===== config.mk =====
export PLATFORM = sky130hd
export DESIGN_NAME = hilo_unit_ctrl_flat
export DESIGN_NICKNAME = d
export VERILOG_FILES = /design/src/rtl/hilo_unit_ctrl_if.sv /design/src/rtl/hilo_unit_ctrl.sv /design/src/flat_wrapper.sv
export SDC_FILE = /design/constraint.sdc
export NUM_CORES = 1
export LEC_CHECK = 0
export ABC_AREA = 1
export CAP_MARGIN = 20
export CORE_MARGIN = 5
export CORE_UTILIZATION = 36
export CTS_CLUSTER_DIAMETER = 120
export CTS_CLUSTER_SIZE = 16
export DETAILED_ROUTE_END_ITERATION = 8
export GPL_ROUTABILITY_DRIVEN = 0
export PLACE_DENSITY = 0.8
export SYNTH_ARGS = -nofsm -noshare
export SYNTH_HDL_FRONTEND = slang
export SYNTH_SLANG_ARGS = --single-unit
export TNS_END_PERCENT = 50

===== constraint.sdc =====
create_clock -name i_clk -period 2.1 [get_ports i_clk]
set_clock_uncertainty 0.05 [all_clocks]
set_input_delay 0.21 -clock i_clk [delete_from_list [all_inputs] [get_ports i_clk]]
set_output_delay 0.21 -clock i_clk [all_outputs]
set_load 0.05 [all_outputs]

===== src/rtl/hilo_unit_ctrl_if.sv =====
// Bundle between the EX/ID pipeline stages and the HI/LO sequencing controller.
// The master side is the pipeline, the slave side is the controller.
interface hilo_unit_ctrl_if #(
    parameter int unsigned MULT_LAT = 4,
    parameter int unsigned DIV_LAT  = 32
);
    localparam int unsigned MAX_LAT = (MULT_LAT > DIV_LAT) ? MULT_LAT : DIV_LAT;
    localparam int unsigned CNT_W   = $clog2(MAX_LAT + 1);

    logic             ex_valid;
    logic [5:0]       ex_opcode;
    logic [5:0]       ex_funct;
    logic [5:0]       id_opcode;
    logic [5:0]       id_funct;
    logic             i_abort;
    logic             o_mul_start;
    logic             o_div_start;
    logic             o_signed;
    logic             o_res_is_div;
    logic             o_hilo_we;
    logic             o_hi_we;
    logic             o_lo_we;
    logic             o_busy;
    logic             o_stall;
    logic [CNT_W-1:0] o_cnt;

    modport master (
        output ex_valid, ex_opcode, ex_funct, id_opcode, id_funct, i_abort,
        input  o_mul_start, o_div_start, o_signed, o_res_is_div, o_hilo_we,
        input  o_hi_we, o_lo_we, o_busy, o_stall, o_cnt
    );

    modport slave (
        input  ex_valid, ex_opcode, ex_funct, id_opcode, id_funct, i_abort,
        output o_mul_start, o_div_start, o_signed, o_res_is_div, o_hilo_we,
        output o_hi_we, o_lo_we, o_busy, o_stall, o_cnt
    );
endinterface


===== src/rtl/hilo_unit_ctrl.sv =====
// Sequencing controller for the multi-cycle multiply/divide units and HI/LO.
// Starts the selected unit, counts its fixed latency, pulses the HI/LO write
// and stalls any HI/LO consumer or producer in ID while an operation is live.
module hilo_unit_ctrl #(
    parameter int unsigned MULT_LAT = 4,
    parameter int unsigned DIV_LAT  = 32
) (
    input logic               i_clk,
    input logic               i_rst,
    hilo_unit_ctrl_if.slave   bus
);
    localparam int unsigned MAX_LAT = (MULT_LAT > DIV_LAT) ? MULT_LAT : DIV_LAT;
    localparam int unsigned CNT_W   = $clog2(MAX_LAT + 1);

    localparam logic [0:0] ST_IDLE = 1'b0;
    localparam logic [0:0] ST_BUSY = 1'b1;

    localparam logic [CNT_W-1:0] MUL_LOAD = CNT_W'(MULT_LAT - 1);
    localparam logic [CNT_W-1:0] DIV_LOAD = CNT_W'(DIV_LAT - 1);

    logic [0:0]       state_q, state_d;
    logic [CNT_W-1:0] cnt_q, cnt_d;
    logic             res_is_div_q, res_is_div_d;

    logic ex_is_r, ex_op, ex_is_div, id_hilo, accept, busy, cnt_zero;

    // Instruction decode and the accept condition.
    always_comb begin
        ex_is_r   = (bus.ex_opcode == 6'd0);
        // MULT/MULTU/DIV/DIVU occupy funct 0x18..0x1B.
        ex_op     = bus.ex_valid && ex_is_r && (bus.ex_funct[5:2] == 4'b0110);
        ex_is_div = bus.ex_funct[1];
        // HI/LO moves 0x10..0x13 or mul/div 0x18..0x1B.
        id_hilo   = (bus.id_opcode == 6'd0) &&
                    ((bus.id_funct[5:2] == 4'b0100) || (bus.id_funct[5:2] == 4'b0110));
        busy      = (state_q == ST_BUSY);
        cnt_zero  = (cnt_q == '0);
        accept    = ex_op && !busy && !bus.i_abort;
    end

    // Combinational outputs.
    always_comb begin
        bus.o_mul_start  = accept && !ex_is_div;
        bus.o_div_start  = accept && ex_is_div;
        bus.o_signed     = accept && !bus.ex_funct[0];
        // Abort in the final cycle discards the result.
        bus.o_hilo_we    = busy && cnt_zero && !bus.i_abort;
        bus.o_hi_we      = bus.ex_valid && !busy && ex_is_r && (bus.ex_funct == 6'h11);
        bus.o_lo_we      = bus.ex_valid && !busy && ex_is_r && (bus.ex_funct == 6'h13);
        bus.o_busy       = busy;
        bus.o_stall      = id_hilo && (busy || accept);
        bus.o_res_is_div = res_is_div_q;
        bus.o_cnt        = cnt_q;
    end

    // Next-state: load latency on accept, count down while busy, leave on zero or abort.
    always_comb begin
        state_d      = state_q;
        cnt_d        = cnt_q;
        res_is_div_d = res_is_div_q;
        if (busy) begin
            if (bus.i_abort) begin
                state_d = ST_IDLE;
                cnt_d   = '0;
            end else if (cnt_zero) begin
                state_d = ST_IDLE;
            end else begin
                cnt_d = cnt_q - CNT_W'(1);
            end
        end else if (accept) begin
            state_d      = ST_BUSY;
            cnt_d        = ex_is_div ? DIV_LOAD : MUL_LOAD;
            res_is_div_d = ex_is_div;
        end
    end

    // State registers with synchronous reset taking priority over everything.
    always_ff @(posedge i_clk) begin
        if (i_rst) begin
            state_q      <= ST_IDLE;
            cnt_q        <= '0;
            res_is_div_q <= 1'b0;
        end else begin
            state_q      <= state_d;
            cnt_q        <= cnt_d;
            res_is_div_q <= res_is_div_d;
        end
    end
endmodule

===== src/flat_wrapper.sv =====
// flat-port wrapper written by rule: the top's interface ports become plain ports
module hilo_unit_ctrl_flat 
#(
    parameter int unsigned MULT_LAT = 4,
    parameter int unsigned DIV_LAT  = 32
)
  (i_clk, i_rst, bus_ex_valid, bus_ex_opcode, bus_ex_funct, bus_id_opcode, bus_id_funct, bus_i_abort, bus_o_mul_start, bus_o_div_start, bus_o_signed, bus_o_res_is_div, bus_o_hilo_we, bus_o_hi_we, bus_o_lo_we, bus_o_busy, bus_o_stall, bus_o_cnt);
  hilo_unit_ctrl_if #(.MULT_LAT(MULT_LAT), .DIV_LAT(DIV_LAT)) bus_i ();
  input logic i_clk;
  input logic i_rst;
  input wire logic [$bits(bus_i.ex_valid)-1:0] bus_ex_valid;
  input wire logic [$bits(bus_i.ex_opcode)-1:0] bus_ex_opcode;
  input wire logic [$bits(bus_i.ex_funct)-1:0] bus_ex_funct;
  input wire logic [$bits(bus_i.id_opcode)-1:0] bus_id_opcode;
  input wire logic [$bits(bus_i.id_funct)-1:0] bus_id_funct;
  input wire logic [$bits(bus_i.i_abort)-1:0] bus_i_abort;
  output wire logic [$bits(bus_i.o_mul_start)-1:0] bus_o_mul_start;
  output wire logic [$bits(bus_i.o_div_start)-1:0] bus_o_div_start;
  output wire logic [$bits(bus_i.o_signed)-1:0] bus_o_signed;
  output wire logic [$bits(bus_i.o_res_is_div)-1:0] bus_o_res_is_div;
  output wire logic [$bits(bus_i.o_hilo_we)-1:0] bus_o_hilo_we;
  output wire logic [$bits(bus_i.o_hi_we)-1:0] bus_o_hi_we;
  output wire logic [$bits(bus_i.o_lo_we)-1:0] bus_o_lo_we;
  output wire logic [$bits(bus_i.o_busy)-1:0] bus_o_busy;
  output wire logic [$bits(bus_i.o_stall)-1:0] bus_o_stall;
  output wire logic [$bits(bus_i.o_cnt)-1:0] bus_o_cnt;
  assign bus_i.ex_valid = bus_ex_valid;
  assign bus_i.ex_opcode = bus_ex_opcode;
  assign bus_i.ex_funct = bus_ex_funct;
  assign bus_i.id_opcode = bus_id_opcode;
  assign bus_i.id_funct = bus_id_funct;
  assign bus_i.i_abort = bus_i_abort;
  assign bus_o_mul_start = bus_i.o_mul_start;
  assign bus_o_div_start = bus_i.o_div_start;
  assign bus_o_signed = bus_i.o_signed;
  assign bus_o_res_is_div = bus_i.o_res_is_div;
  assign bus_o_hilo_we = bus_i.o_hilo_we;
  assign bus_o_hi_we = bus_i.o_hi_we;
  assign bus_o_lo_we = bus_i.o_lo_we;
  assign bus_o_busy = bus_i.o_busy;
  assign bus_o_stall = bus_i.o_stall;
  assign bus_o_cnt = bus_i.o_cnt;
  hilo_unit_ctrl #(.MULT_LAT(MULT_LAT), .DIV_LAT(DIV_LAT)) u_core (.i_clk(i_clk), .i_rst(i_rst), .bus(bus_i));
endmodule

; ---- After elaboration in Yosys (flattened, before gate mapping)
; Cells that the tools add are included.
[totals]
reg_bits = 8
inputBits = 28
output_inout_bits = 15
wordCells = 47
[classes]
add_sub_neg = 1
n_eq_ne = 6
mux = 9
n_bitwise = 1
reduce_logical = 27
[op_table]
columns = operator, count
row1 = two-way mux 6 bit, 4
row2 = logical NOT 6 bit, 3
row3 = logical AND 1 bit, 15
row4 = equality test 4 x 3 -> 1 bit (second input constant), 3
row5 = equality test 6 x 5 -> 1 bit (second input constant), 2
row6 = subtractor 6 x 1 -> 6 bit (second input constant), 1
row7 = two-way mux 5 bit, 1
row8 = logical NOT 1 bit, 4
row9 = two-way mux 1 bit, 4
row10 = AND reduction 2 bit, 2
row11 = inequality test 3 bit (second input constant), 1
row12 = logical OR 1 bit, 2
row13 = nonzero test 2 bit, 1
row14 = NOT 1 bit, 1

; ---- Depth between registers and ports, before layout
; Gate-level depths: netlist of the first run.
[depth]
depth_word = 7
ltp_mapped = 10
ltp_nobuf = 10

; ---- Least setup slack after synthesis of the first run
; Ideal clock, no wire load.
[synth_path]
path_kind = reg2out
startpoint = register u_core.state_q (netlist: u_core.bus.o_busy)
endpoint = output port bus_o_stall
arrival_ps = 1721
required_ps = 1840
slack_ps = 119
path_stages_with_launch = 6
n_path_buf = 0
path_cell_list = dfxtp_1 > nor2_1 > nand2_1 > nor2_4 > nand2_2 > a21oi_1
[synth_via]
elab_chain_cells = 5
[synth_lines]
columns = element, line_no
row1 = from (decl), hilo_unit_ctrl.sv:21  ; logic [0:0] state_q, state_d;
row2 = from (signal assigned), hilo_unit_ctrl.sv:84  ; state_q <= state_d;
row3 = logical NOT 1 bit, hilo_unit_ctrl.sv:38  ; accept = ex_op && !busy && !bus.i_abort;
row4 = logical AND 1 bit (2 in series), hilo_unit_ctrl.sv:38
row5 = logical OR 1 bit *, hilo_unit_ctrl.sv:51  ; bus.o_stall = id_hilo && (busy || accept);
row6 = logical AND 1 bit *, hilo_unit_ctrl.sv:51
row7 = to (decl), flat_wrapper.sv:25  ; output wire logic [$bits(bus_i.o_stall)-1:0] bus_o_stall;
; Every way passes the cells marked *; elsewhere a longest branch is shown, timed or not.

; ---- Worst setup path after layout of the first run
[layout_path]
startpoint = input port bus_i_abort
endpoint = output port bus_o_div_start
[layout_via]
elab_chain_cells = 3
[layout_lines]
columns = element, line_no
row1 = from (decl), flat_wrapper.sv:16  ; input wire logic [$bits(bus_i.i_abort)-1:0] bus_i_abort;
row2 = logical NOT 1 bit, hilo_unit_ctrl.sv:38
row3 = logical AND 1 bit, hilo_unit_ctrl.sv:38
row4 = logical AND 1 bit, hilo_unit_ctrl.sv:44  ; bus.o_div_start = accept && ex_is_div;
row5 = to (decl), flat_wrapper.sv:18  ; output wire logic [$bits(bus_i.o_div_start)-1:0] bus_o_div_start;
; Every way passes these cells.

==> results.md, run 1 <==
* Share of cells above drive strength 1 at 12.0%
* Slew Limit Fails at 0
* Worst Reg-to-Reg Cells at 7
* Placed cell area at 1090 µm²
* Final ANT Viol Nets at 0
* Filler instances at 144
* Post-layout total power at 333 µW
* Startpoint types: input port
* Worst vdd ir at 0.288 mV
* Inst Count DP at 156
* DRC at 0
* WL/cell at 12.5 µm
* Synthesized cell area at 613 µm²
* WP data required at 1840 ps
* Hold_buf cts at 0
* Ys async rst share at 0%
* CTS Root Cell: clkbuf_4
* Vias in the first global route at 778
* Top cell type's share of synthesized area at 26.1%
* FF-to-FF End: u_core.bus.o_cnt[2]$_SDFFE_PP0P_
* Fin. Hold Viols at 0
* DRT iter0 DRCs at 16
* Via/cell ratio at 4.97
* Synth Area per Inst at 6.13 µm²
* H-tree depth at 1
* Multi-input combinational cell area at 397 µm²
* Worst-margin pin slew at 513 ps
* Fin cells at 159
* Clock tree from TritonCTS: built
* Setup_tns at 0 ps
* Initial antenna violation count at 0
* Die ar. at 2630 µm²
* Worst r2r src: u_core.bus.o_cnt[0]$_SDFFE_PP0P_
* Fmax at 539 MHz
* HP Start: u_core.bus.o_res_is_div$_SDFFE_PP0P_
* WL final at 1.99 mm
* Final setup violation count at 0
* Ant diodes at 0
* Status: finished clean
* Chip width at 51.3 µm
* Post-synth EDFFs at 0
* CTS clk-pin slew, worst paths at 50 ps
* Register area at 160 µm²
* Commonest cells post-synth: nor2_1 (23), nand2_1 (20), inv_1 (15), a21oi_1 (8), dfxtp_1 (8)
* Hold depth at 2
* WHS at 412 ps
* Design area at 1120 µm²
* Initial DRT Pass Iterations at 4
* Global-route wire length before repair at 3.34 mm
* Starting Density at 36.7%
* I/O Pins at 43
* Die Span Y at 51.3 µm
* Hold Path End: u_core.bus.o_res_is_div$_SDFFE_PP0P_
* Gr usage total at 17.2%
* Post-Synthesis Cells at 100
* Synth unique cells at 17
* Synth Net Count at 130
* Post-synth top flop: dfxtp_1
* Synth area leader: dfxtp_1
* CTS Buf Count at 3
* Post-cts sizing count at 0
* Clock buffer depth at 2
* Top post-synthesis cells by area: dfxtp_1 (26%), nor2_1 (14%), nand2_1 (12%)
* Postcts setup bufs at 0
* Crit path DAT at 1600 ps
* Power Density at 298 nW/µm²
* Post-detail-place hpwl at 1.75 mm
* Final min period at 1860 ps
* R2R setup slack at 720 ps
* Post-synthesis sequential area ratio at 26.1%
* Tcrit/Tclk final at 88.4%
* Via count at 791
* Nets@finish at 174
* Lkg Pwr at 0.000470 µW
* Area growth from synthesis to layout at 82.2%
* IO Port Bufs at 39
* Worst setup EP type: primary output
* FP Rows at 15
* Clock Latency Late Sink at 260 ps
* Max-cap viol count at 0
* #FFs+latches synth at 8
* Critical path fanouts, max at 7
* Sink Count at 8
* Slew margin rel. at 65.7%
* Hold crit path type: flip-flop to flip-flop
* Most common cell in the netlist: nor2_1
* Warnings, synthesis at 0
* Setup Crit Path Kind: input port to primary output
* Core footprint at 1670 µm²
* Gr ovfl total at 0
* RSZ-0062 raised after global routing: false
* Largest net degree at the start of global routing at 9
-- cells by family after synthesis --
family,share of synthesized area (%)
AO/OA/AOI/OAI,12.2
adder cells (fa/ha/maj),4.08
buffers and inverters,9.18
flip-flops,26.1
AND/OR/NAND/NOR,48.4
-- metrics by stage --
stage | utilization (%) | worst slack [ps]
after floorplan | - | 119
after global placement | 65.5 | 290
after detailed placement | 65.5 | 217
after CTS | 66.9 | 218
after global routing | 66.9 | 79.6
final | 66.9 | 244
-- cells in the final DEF, fill, tap and decap left out --
cell type	instances
clkdlybuf4s50_1	32
nor2_1	23
nand2_1	20
inv_1	15
a21oi_1	8
dfxtp_1	8
nand3_1	7
buf_12	7
o21ai_0	4
clkbuf_4	3
nor2_4	2
nand2_2	2
nand4_1	2
o211ai_1	2
ha_1	2
nor2_2	1
nand4_4	1
nor4_1	1
nor3b_1	1
nand2_4	1
-- cell type report --
cell class	instances	area share, %
Clock buffer	3	2.02
Inverter	15	5.04
Multi-Input combinational cell	77	35.5
Sequential cell	8	14.3
Tap cell	17	1.90
Timing Repair Buffer	39	41.2
-- power by group --
part	internal, µW	total, µW	switching, µW
Combinational	44.2	63.5	19.3
Sequential	152	152	0.0873
Clock	65.4	118	52.4
Total	262	333	71.8
-- critical path, cell delays in order --
cell             delay (ps)
clkdlybuf4s50_1         500
nor2_1                  160
nand2_1                  70
nor2_1                  110
nand2_2                 120
nor2_1                  250
buf_12                  180
-- per-layer routing --
metal  GRT usage, %  vias to the layer above  wire [µm]
met3           5.25                        6        109
met2           34.1                       27       1160
met1           16.4                      352        673
met4           6.11                        0         43
met5              0                        -          0
li1               -                      406          -
-- registers in the layout, summed over array words and instances, names as in the netlist --
signal                   flops
u_core.bus.o_busy            1
u_core.bus.o_res_is_div      1
u_core.bus.o_cnt             6
-- how the worst max path moves through the flow --
stage / startpoint / to
detailed placement: bus_i_abort / bus_o_div_start
global route: bus_i_abort / bus_o_div_start
floorplan: u_core.bus.o_busy$_SDFF_PP0_ / bus_o_stall
finish: bus_i_abort / bus_o_div_start
global placement: bus_i_abort / bus_o_stall
CTS: bus_i_abort / bus_o_div_start
No activity file was read; power rests on OpenSTA's default activity.
==> run 2: changes to the inputs <==
- SLEW_MARGIN: not set -> 20
==> results of run 2 <==
No change in the layout: final DEF, timing and power equal those of run 1.
==> run 3: changes to the inputs <==
- CORE_MARGIN: 5 -> 4
==> run 3 against run 2 <==
  * Core utilization is 4.7 points higher
  * Register-to-register slack got worse by 30 ps
  * Largest power group unchanged
  * Critical path type unchanged
  * Die area fell by 7.7%
  * Highest routed layer unchanged
==> results.md, run 3 (synthesized netlist as in run 1, its figures left out) <==
* Via/cell ratio at 4.88
* Fmax at 542 MHz
* Chip width at 49.3 µm
* Final setup violation count at 0
* Die ar. at 2430 µm²
* Clock Latency Late Sink at 270 ps
* Nets@finish at 174
* Initial antenna violation count at 0
* Max reg flops at 6
* H-tree depth at 1
* RSZ-0062 raised after global routing: false
* Fin. Hold Viols at 0
* Tcrit/Tclk final at 87.8%
* Status: finished clean
* Initial DRT Pass Iterations at 4
* DRC at 0
* Slowest CP cell: clkdlybuf4s50_1
* Critical path fanouts, max at 7
* Via count at 771
* Area growth from synthesis to layout at 82.0%
* Vias in the first global route at 697
* FP Rows at 14
* Die Span Y at 49.3 µm
* Seq pwr share at 44.8%
* IO Port Bufs at 39
* Worst-margin pin slew at 523 ps
* Post-detail-place hpwl at 1.69 mm
* Top delay family on crit path: buffers and inverters
* Ant diodes at 0
* Switch Pwr at 77.9 µW
* Worst Reg-to-Reg Cells at 7
* CP cell instances: clkdlybuf4s50_1, nor2_1, nand2_1, nor2_1, nand2_2, a21oi_1, buf_12
* Clock share of power at 36.7%
* Clock buffer depth at 2
* Pre-CTS setup slack at 250 ps
* Critical path depth at 7
* Setup Crit Path Kind: input port to primary output
* Hold_buf cts at 0
* Final min period at 1840 ps
* Slew Limit Fails at 0
* Comb pwr share at 18.6%
* Postcts setup bufs at 0
* Power Density at 304 nW/µm²
* Gr ovfl total at 0
* Startpoint types: input port
* Max-cap viol count at 0
* CTS Root Cell: clkbuf_4
* WP data required at 1840 ps
* Clock tree from TritonCTS: built
* WL/cell at 12.5 µm
* Hold depth at 2
* Most common cell after layout, fill and taps aside: clkdlybuf4s50_1
* Post-cts sizing count at 0
* Final worst slack at 256 ps
* CTS clk-pin slew, worst paths at 50 ps
* Core footprint at 1560 µm²
* Most frequent CP cell: nor2_1
* Crit path DAT at 1580 ps
* Most frequent cells in the layout: clkdlybuf4s50_1 (32), nor2_1 (23), nand2_1 (20), inv_1 (15)
* Share of cells above drive strength 1 at 12.0%
* Cell Int Power at 262 µW
* Worst vdd ir at 0.327 mV
* Gr usage total at 16.8%
* Starting Density at 39.3%
* DRT iter0 DRCs at 12
* I/O Pins at 43
* Global-route wire length before repair at 3.13 mm
* Worst setup EP type: primary output
* CTS Buf Count at 3
* Slew margin rel. at 65.0%
* Largest net degree at the start of global routing at 9
* Final ANT Viol Nets at 0
* Lkg Pwr at 0.000470 µW
* Sw Ratio at 22.9%
* Max incr delay on CP at 510 ps
* Sink Count at 8
* Setup_tns at 0 ps
* WL final at 1.97 mm
* Hold crit path type: flip-flop to flip-flop
* Buf+Inv Stages, Crit Path at 2
run 3: cell counts in the layout (fill, tap and decap cells not counted):
No cell type changed its count.
run 3: worst paths after layout:
path	start	endpoint	slack, ps
worst max register to register	u_core.bus.o_cnt[0]$_SDFFE_PP0P_	u_core.bus.o_cnt[3]$_SDFFE_PP0P_	690
worst min register to register	u_core.bus.o_res_is_div$_SDFFE_PP0P_	u_core.bus.o_res_is_div$_SDFFE_PP0P_	420
worst max-delay path	bus_i_abort	bus_o_stall	260
worst min-delay path	u_core.bus.o_res_is_div$_SDFFE_PP0P_	u_core.bus.o_res_is_div$_SDFFE_PP0P_	420
run 3: metal layers:
| metal | vias to the layer above | share of wire [%] | global-route usage, % |
|---|---|---|---|
| met5 | - | 0 | 0 |
| met1 | 344 | 37 | 17.2 |
| met3 | 2 | 4.0 | 6.42 |
| met2 | 18 | 58 | 31.9 |
| li1 | 407 | - | - |
| met4 | 0 | 0.76 | 3.32 |
run 3: worst reg2reg max path, delay by kind of cell, from the launching register on:
kind,cells,cell delay [ps]
fa+ha+maj,1,260
buf+inv,1,190
flops,1,320
simple gates,5,500
run 3: area by class of cell:
cell class                 count  area (µm²)
clock buffer                   3        22.5
fill                         132         443
inverter                      15        56.3
multi-input combinational     77         397
sequential                     8         160
tap                           16        20.0
timing repair buffer          39         460
run 3: through the flow:
stage	cells	util [%]	instance area, µm²	total power [µW]	hold slack (ps)
global placement	155	70.1	1090	217	407
CTS	158	71.6	1120	341	418
global route	158	71.6	1120	358	466
floorplan	100	-	613	168	229
finish	158	71.6	1120	340	417
detailed placement	155	70.1	1090	218	407
run 3: power groups by stage:
stage          clock network [µW]  logic [µW]  registers, µW
2_1_floorplan                   0        12.9            156
3_3_place_gp                    0        61.9            155
3_5_place_dp                    0        63.2            155
4_1_cts                       125        63.6            152
5_1_grt                       139        68.1            152
6_report                      125        63.0            152
